<file path="config.mk">
export PLATFORM = sky130hd
export DESIGN_NAME = regfile_mp_flat
export DESIGN_NICKNAME = d
export VERILOG_FILES = /design/src/rtl/rf_pkg.sv /design/src/rtl/regfile_mp_if.sv /design/src/rtl/rf_scoreboard.sv /design/src/rtl/regfile_mp.sv /design/src/flat_wrapper.sv
export SDC_FILE = /design/constraint.sdc
export NUM_CORES = 2
export LEC_CHECK = 0
export BUFFER_PORTS_ARGS = -buffer_cell sky130_fd_sc_hd__buf_2
export CAP_MARGIN = 20
export CORE_MARGIN = 8
export CORE_UTILIZATION = 65
export CTS_BUF_LIST = sky130_fd_sc_hd__clkbuf_8
export DETAILED_ROUTE_END_ITERATION = 6
export GPL_TIMING_DRIVEN = 0
export PLACE_DENSITY = 0.93
export SYNTH_ARGS = -nofsm -noshare
export SYNTH_HDL_FRONTEND = slang
export SYNTH_HIERARCHICAL = 1
export SYNTH_SLANG_ARGS = --single-unit
</file>
<file path="constraint.sdc">
create_clock -name clk -period 8.04 [get_ports clk]
set_input_delay 0.402 -clock clk [delete_from_list [all_inputs] [get_ports clk]]
set_output_delay 0.402 -clock clk [all_outputs]
set_load 0.01 [all_outputs]
</file>
<file path="src/rtl/rf_pkg.sv">
// Shared defaults and types for the multi-port register file.
// Optional same-cycle read bypass is enabled by defining RF_BYPASS_EN.
package rf_pkg;

  localparam int DEF_DATA_W = 32;
  localparam int DEF_ADDR_W = 5;
  localparam int DEF_NRD    = 2;

  // Index of a read port (up to four ports).
  typedef logic [1:0] rport_idx_t;

endpackage : rf_pkg

</file>
<file path="src/rtl/regfile_mp_if.sv">
// Bus bundle for regfile_mp: two write ports, packed read ports, pending-set port.
// The master side drives writes/reads/sets; the slave side is the register file.
interface regfile_mp_if
  import rf_pkg::*;
#(
  parameter int DATA_W = DEF_DATA_W,
  parameter int ADDR_W = DEF_ADDR_W,
  parameter int NRD    = DEF_NRD
);

  logic                  i_we0;
  logic [ADDR_W-1:0]     i_waddr0;
  logic [DATA_W-1:0]     i_wdata0;
  logic                  i_we1;
  logic [ADDR_W-1:0]     i_waddr1;
  logic [DATA_W-1:0]     i_wdata1;
  logic [NRD*ADDR_W-1:0] i_raddr;
  logic [NRD*DATA_W-1:0] o_rdata;
  logic [NRD-1:0]        o_rbusy;
  logic                  i_set_en;
  logic [ADDR_W-1:0]     i_set_addr;
  logic [ADDR_W:0]       o_pend_cnt;

  modport master (
    output i_we0, i_waddr0, i_wdata0,
    output i_we1, i_waddr1, i_wdata1,
    output i_raddr, i_set_en, i_set_addr,
    input  o_rdata, o_rbusy, o_pend_cnt
  );

  modport slave (
    input  i_we0, i_waddr0, i_wdata0,
    input  i_we1, i_waddr1, i_wdata1,
    input  i_raddr, i_set_en, i_set_addr,
    output o_rdata, o_rbusy, o_pend_cnt
  );

endinterface : regfile_mp_if

</file>
<file path="src/rtl/rf_scoreboard.sv">
// Pending-write scoreboard: one bit per register, set at issue, cleared by the
// long-latency write port. Set wins over clear on the same register. Register 0
// is never marked pending. The population count is kept incrementally.
module rf_scoreboard
  import rf_pkg::*;
#(
  parameter int ADDR_W = DEF_ADDR_W
) (
  input  logic                   clk,
  input  logic                   reset,
  input  logic                   i_set_en,
  input  logic [ADDR_W-1:0]      i_set_addr,
  input  logic                   i_clr_en,
  input  logic [ADDR_W-1:0]      i_clr_addr,
  output logic [(1<<ADDR_W)-1:0] o_pending,
  output logic [ADDR_W:0]        o_pend_cnt
);

  localparam int DEPTH = 1 << ADDR_W;
  localparam int CW    = ADDR_W + 1;

  logic [DEPTH-1:0] pend_r;
  logic [DEPTH-1:0] pend_nxt_s;
  logic [CW-1:0]    cnt_r;
  logic [CW-1:0]    cnt_nxt_s;
  logic             set_v_s;
  logic             clr_v_s;
  logic             inc_s;
  logic             dec_s;

  // Next pending vector and count; set is applied after clear so it dominates.
  always_comb begin
    set_v_s    = i_set_en && (i_set_addr != {ADDR_W{1'b0}});
    clr_v_s    = i_clr_en && (i_clr_addr != {ADDR_W{1'b0}});
    pend_nxt_s = pend_r;
    if (clr_v_s) begin
      pend_nxt_s[i_clr_addr] = 1'b0;
    end else begin
      pend_nxt_s = pend_nxt_s;
    end
    if (set_v_s) begin
      pend_nxt_s[i_set_addr] = 1'b1;
    end else begin
      pend_nxt_s = pend_nxt_s;
    end
    inc_s = set_v_s && !pend_r[i_set_addr];
    dec_s = clr_v_s && pend_r[i_clr_addr] &&
            !(set_v_s && (i_set_addr == i_clr_addr));
    case ({inc_s, dec_s})
      2'b10:   cnt_nxt_s = cnt_r + CW'(1);
      2'b01:   cnt_nxt_s = cnt_r - CW'(1);
      default: cnt_nxt_s = cnt_r;
    endcase
  end

  // Pending bits and count register with synchronous reset.
  always_ff @(posedge clk) begin
    if (reset) begin
      pend_r <= {DEPTH{1'b0}};
      cnt_r  <= {CW{1'b0}};
    end else begin
      pend_r <= pend_nxt_s;
      cnt_r  <= cnt_nxt_s;
    end
  end

  assign o_pending  = pend_r;
  assign o_pend_cnt = cnt_r;

endmodule : rf_scoreboard

</file>
<file path="src/rtl/regfile_mp.sv">
// Multi-port register file with pending-write scoreboard.
// Two write ports (port 1 wins on conflict and clears pending), NRD
// combinational read ports, register 0 hardwired to zero.
// Define RF_BYPASS_EN to forward same-cycle write data to the read ports.
module regfile_mp
  import rf_pkg::*;
#(
  parameter int DATA_W = DEF_DATA_W,
  parameter int ADDR_W = DEF_ADDR_W,
  parameter int NRD    = DEF_NRD
) (
  input logic         clk,
  input logic         reset,
  regfile_mp_if.slave bus
);

  localparam int DEPTH = 1 << ADDR_W;

  logic [DATA_W-1:0] mem_r [DEPTH];
  logic [DEPTH-1:0]  pend_s;

  rf_scoreboard #(
    .ADDR_W (ADDR_W)
  ) u_sb (
    .clk        (clk),
    .reset      (reset),
    .i_set_en   (bus.i_set_en),
    .i_set_addr (bus.i_set_addr),
    .i_clr_en   (bus.i_we1),
    .i_clr_addr (bus.i_waddr1),
    .o_pending  (pend_s),
    .o_pend_cnt (bus.o_pend_cnt)
  );

  // Storage update; port 1 is applied last so it wins on an address clash.
  always_ff @(posedge clk) begin
    if (reset) begin
      for (int i = 0; i < DEPTH; i++) begin
        mem_r[i] <= {DATA_W{1'b0}};
      end
    end else begin
      if (bus.i_we0 && (bus.i_waddr0 != {ADDR_W{1'b0}})) begin
        mem_r[bus.i_waddr0] <= bus.i_wdata0;
      end
      if (bus.i_we1 && (bus.i_waddr1 != {ADDR_W{1'b0}})) begin
        mem_r[bus.i_waddr1] <= bus.i_wdata1;
      end
    end
  end

  // Read ports: stored data and pending flag, optionally overridden by bypass.
  always_comb begin
    bus.o_rdata = {(NRD*DATA_W){1'b0}};
    bus.o_rbusy = {NRD{1'b0}};
    for (int k = 0; k < NRD; k++) begin : g_rd
      logic [ADDR_W-1:0] raddr_v;
      logic [DATA_W-1:0] rdata_v;
      logic              busy_v;
      raddr_v = bus.i_raddr[k*ADDR_W +: ADDR_W];
      rdata_v = mem_r[raddr_v];
      busy_v  = pend_s[raddr_v];
`ifdef RF_BYPASS_EN
      if ((raddr_v != {ADDR_W{1'b0}}) && bus.i_we1 && (bus.i_waddr1 == raddr_v)) begin
        rdata_v = bus.i_wdata1;
        busy_v  = 1'b0;
      end else if ((raddr_v != {ADDR_W{1'b0}}) && bus.i_we0 && (bus.i_waddr0 == raddr_v)) begin
        rdata_v = bus.i_wdata0;
      end else begin
        rdata_v = rdata_v;
      end
`endif
      bus.o_rdata[k*DATA_W +: DATA_W] = rdata_v;
      bus.o_rbusy[k]                  = busy_v;
    end
  end

endmodule : regfile_mp

</file>
<file path="src/flat_wrapper.sv">
// flat-port wrapper written by rule: the top's interface ports become plain ports
module regfile_mp_flat import rf_pkg::*;
#(
  parameter int DATA_W = DEF_DATA_W,
  parameter int ADDR_W = DEF_ADDR_W,
  parameter int NRD    = DEF_NRD
)
  (clk, reset, bus_i_we0, bus_i_waddr0, bus_i_wdata0, bus_i_we1, bus_i_waddr1, bus_i_wdata1, bus_i_raddr, bus_i_set_en, bus_i_set_addr, bus_o_rdata, bus_o_rbusy, bus_o_pend_cnt);
  regfile_mp_if #(.DATA_W(DATA_W), .ADDR_W(ADDR_W), .NRD(NRD)) bus_i ();
  input logic clk;
  input logic reset;
  input wire logic [$bits(bus_i.i_we0)-1:0] bus_i_we0;
  input wire logic [$bits(bus_i.i_waddr0)-1:0] bus_i_waddr0;
  input wire logic [$bits(bus_i.i_wdata0)-1:0] bus_i_wdata0;
  input wire logic [$bits(bus_i.i_we1)-1:0] bus_i_we1;
  input wire logic [$bits(bus_i.i_waddr1)-1:0] bus_i_waddr1;
  input wire logic [$bits(bus_i.i_wdata1)-1:0] bus_i_wdata1;
  input wire logic [$bits(bus_i.i_raddr)-1:0] bus_i_raddr;
  input wire logic [$bits(bus_i.i_set_en)-1:0] bus_i_set_en;
  input wire logic [$bits(bus_i.i_set_addr)-1:0] bus_i_set_addr;
  output wire logic [$bits(bus_i.o_rdata)-1:0] bus_o_rdata;
  output wire logic [$bits(bus_i.o_rbusy)-1:0] bus_o_rbusy;
  output wire logic [$bits(bus_i.o_pend_cnt)-1:0] bus_o_pend_cnt;
  assign bus_i.i_we0 = bus_i_we0;
  assign bus_i.i_waddr0 = bus_i_waddr0;
  assign bus_i.i_wdata0 = bus_i_wdata0;
  assign bus_i.i_we1 = bus_i_we1;
  assign bus_i.i_waddr1 = bus_i_waddr1;
  assign bus_i.i_wdata1 = bus_i_wdata1;
  assign bus_i.i_raddr = bus_i_raddr;
  assign bus_i.i_set_en = bus_i_set_en;
  assign bus_i.i_set_addr = bus_i_set_addr;
  assign bus_o_rdata = bus_i.o_rdata;
  assign bus_o_rbusy = bus_i.o_rbusy;
  assign bus_o_pend_cnt = bus_i.o_pend_cnt;
  regfile_mp #(.DATA_W(DATA_W), .ADDR_W(ADDR_W), .NRD(NRD)) u_core (.clk(clk), .reset(reset), .bus(bus_i));
endmodule
</file>
==> summary.txt <==
Run status
  – Status: finished, violations left
  – Failing checks: design-rule violations

Logic synthesis
  – Synth warn: 6
  – Part of the Yosys area used for sequential elements: 50.4%
  – Mean Syn Cell Area: 11.9 sq um
  – Yosys reg bits: 1062
  – Post-synth EDFFs: 1024
  – Post-synth top flop: edfxtp_1
  – Asr flop ratio synth: 0%
  – Cells after synthesis: 5249
  – Synthesized area: 62500 sq um
  – Unique cell type count in the Yosys netlist: 65

Place
  – GP Congestion: 1.05
  – HPWL Detailed: 201000 um
  – Cell count after placement: 6722
  – Setup WS pre-CTS: 3580 ps
  – Port bufs: 157

Run
  – Max_cap viols: 0

Power
  – PwrDens: 192 nW/um^2
  – Peak supply drop: 165 uV
  – Pwr Total: 0.0133 W
  – Pleak: 27.2 nW

Clock tree
  – H-tree depth: 4
  – Clock sinks: 1062
  – Worst-path clk slew: 60 ps
  – Root Driver: clkbuf_8
  – PostCTS Resize Cnt: 0
  – Clk Latency, worst-skew pair: 880 ps
  – CTS Buf Count: 172
  – Clk buf depth: 3
  – CTS tree: done

Critical path
  – Worst setup SP type: input pin
  – CP arrival: 4200 ps
  – Critical Path RT: 7640 ps
  – Crit Path Class: input pin to primary output
  – Setup crit end kind: primary output
  – Crit Path Max Fanout: 10

Global routing
  – GRT Util Overall: 48.4%
  – Initial antenna violation count: 31
  – Overflow after GRT: 0
  – First-pass GRT wire length: 373000 um
  – Largest net degree at the start of global routing: 33
  – Vias in the first global route: 52700

STA
  – FMAX: 217 MHz
  – Fin. max-slew vios: 0
  – Final setup fails: 0
  – Final hold vios: 0
  – Worst-Margin Slew: 1380 ps
  – Slew headroom: 7.05%
  – Total negative slack: 0 ps
  – Clock period minus final worst setup slack: 4600 ps
  – Hold WS: 90.8 ps
  – RSZ-0062 raised after global routing: false
  – Post-route setup slack: 3440 ps
  – Period utilization: 57.2%
  – Clock Skew: 22.3 ps

Detailed routing
  – Via count: 55800
  – Via-per-instance ratio: 7.84
  – Drt first pass iters: 7
  – Routed wire per std cell: 38.0 um
  – Residual DRC count: 100
  – 1st-iter DRT viols: 10900
  – WL final: 271000 um
  – Routed Antenna Nets: 0

Finish
  – Non-Filler Instances: 7118
  – Area growth, synth to finish: 11.1%
  – Share of post-route cells with drive strength above 1: 13.9%
  – Filler instances: 6495
  – Nets: 5797

Floorplan
  – Initial Utilization: 65.7%
  – DIE AREA: 106000 sq um
  – Num ports: 166
  – Die height: 326 um
  – Core Area: 95200 sq um
  – # rows: 113
  – Die W: 326 um

Min path
  – Worst min path class: input pin to flop
[area by class of cell]
type                    instances  area, sq um  area share (%)
inverters                       6         22.5          0.0324
clock inverters               124          778            1.12
repair buffers                243         1860            2.68
multi-input cells            3525        28200            40.6
plain buffers                 687         2980            4.28
well taps                    1265         1580            2.28
clock buffers                 178         2450            3.53
flip-flops and latches       1062        31500            45.3
diodes                         28         70.1           0.101
[timing repair]
item,in CTS,in global routing
endpoints found under the hold margin,30,0
setup buffers,0,0
hold buffers,54,0
[sequential cells by signal, summed over array words and instances, names as in the netlist]
name	count
u_core/u_sb/o_pending	32
u_core/u_sb/o_pend_cnt	6
u_core/mem_r	1024
[placed cells by master, fill, tap and decap left out, types with 12 or more instances in the layout]
cell / instances
clkinv_2: 27
diode_2: 28
nor2_1: 54
inv_1: 45
edfxtp_1: 1024
buf_4: 16
a21oi_1: 234
buf_1: 36
o21ai_0: 32
nand3b_1: 12
dlygate4sd3_1: 54
a31oi_1: 70
nor3_2: 25
clkbuf_8: 178
or3_2: 23
nor3_1: 72
a22oi_1: 198
conb_1: 32
dfxtp_1: 38
nor2_2: 22
nand2_1: 246
a22o_1: 1124
clkinv_1: 37
clkbuf_1: 366
buf_2: 425
nand3_1: 206
mux2i_1: 1066
[metal layers]
| layer | vias to the layer above | part of all wire (%) | track usage, % |
|---|---|---|---|
| li1 | 21800 | - | - |
| met1 | 26800 | 33 | 58.5 |
| met2 | 5812 | 40 | 67.7 |
| met3 | 1334 | 19 | 26.6 |
| met4 | 24 | 7.3 | 28.1 |
| met5 | - | 0.15 | 1.27 |
[synthesized netlist by cell type (all sizes together), types with 7 or more instances]
master	n	area, sq um
mux4	10	233
dfxtp	38	761
nor2	80	385
or3	27	169
nor3	101	676
nand3	206	1030
o21ai	41	209
edfxtp	1024	30700
nand2	249	942
a22oi	198	1490
nor2b	8	50.1
or3b	8	70.1
nand3b	12	90.1
buf	319	1590
a22o	1124	9840
nand2b	7	43.8
mux2i	1066	10700
a31oi	70	438
clkbuf	368	1380
a21oi	235	1180
[kinds of logic after synthesis]
group	count (synthesis)	synth area share, %
other	1	0.00600
DFF	1062	50.4
xor gates and xnor gates	7	0.0981
and+or+nand+nor	716	5.80
adders and majority gates	6	0.132
buffers and inverters	693	4.79
AOI/OAI and AO/OA	1685	21.3
muxes	1079	17.5
[worst paths after layout]
path / start / to / slack (ps) / depth (start not counted)
setup / recovery: bus_i_raddr[0] / bus_o_rdata[10] / 3440 / 10
hold / removal: bus_i_set_en / u_core/u_sb/o_pending[26] / 90 / 5
setup reg to reg: u_core/u_sb/o_pending[9] / u_core/u_sb/o_pend_cnt[5] / 4570 / 12
hold reg to reg: u_core/u_sb/o_pend_cnt[4] / u_core/u_sb/o_pend_cnt[4] / 500 / 2
[where the power goes]
group	switching, W	internal, W
clock network	0.00231	0.00232
registers	0.000208	0.00640
logic	0.00147	0.000623
total	0.00400	0.00934
[metrics by stage]
| step | instance area (sq um) | utilization [%] |
|---|---|---|
| finish | 69500 | 73.0 |
| global route | 69400 | 73.0 |
| CTS | 69300 | 72.8 |
| detailed placement | 65500 | 68.9 |
| global placement | 65000 | 68.3 |
| floorplan | 62600 | - |
[worst max-delay path, cell delays in order]
cell      delay [ps]
buf_2            110
nor2_1           330
buf_4            310
clkbuf_1         830
buf_6            290
clkbuf_1         730
a22oi_1          290
nand3_1          390
nand3_1          270
buf_2            220
Note: power is estimated with default switching activity, not from simulation.
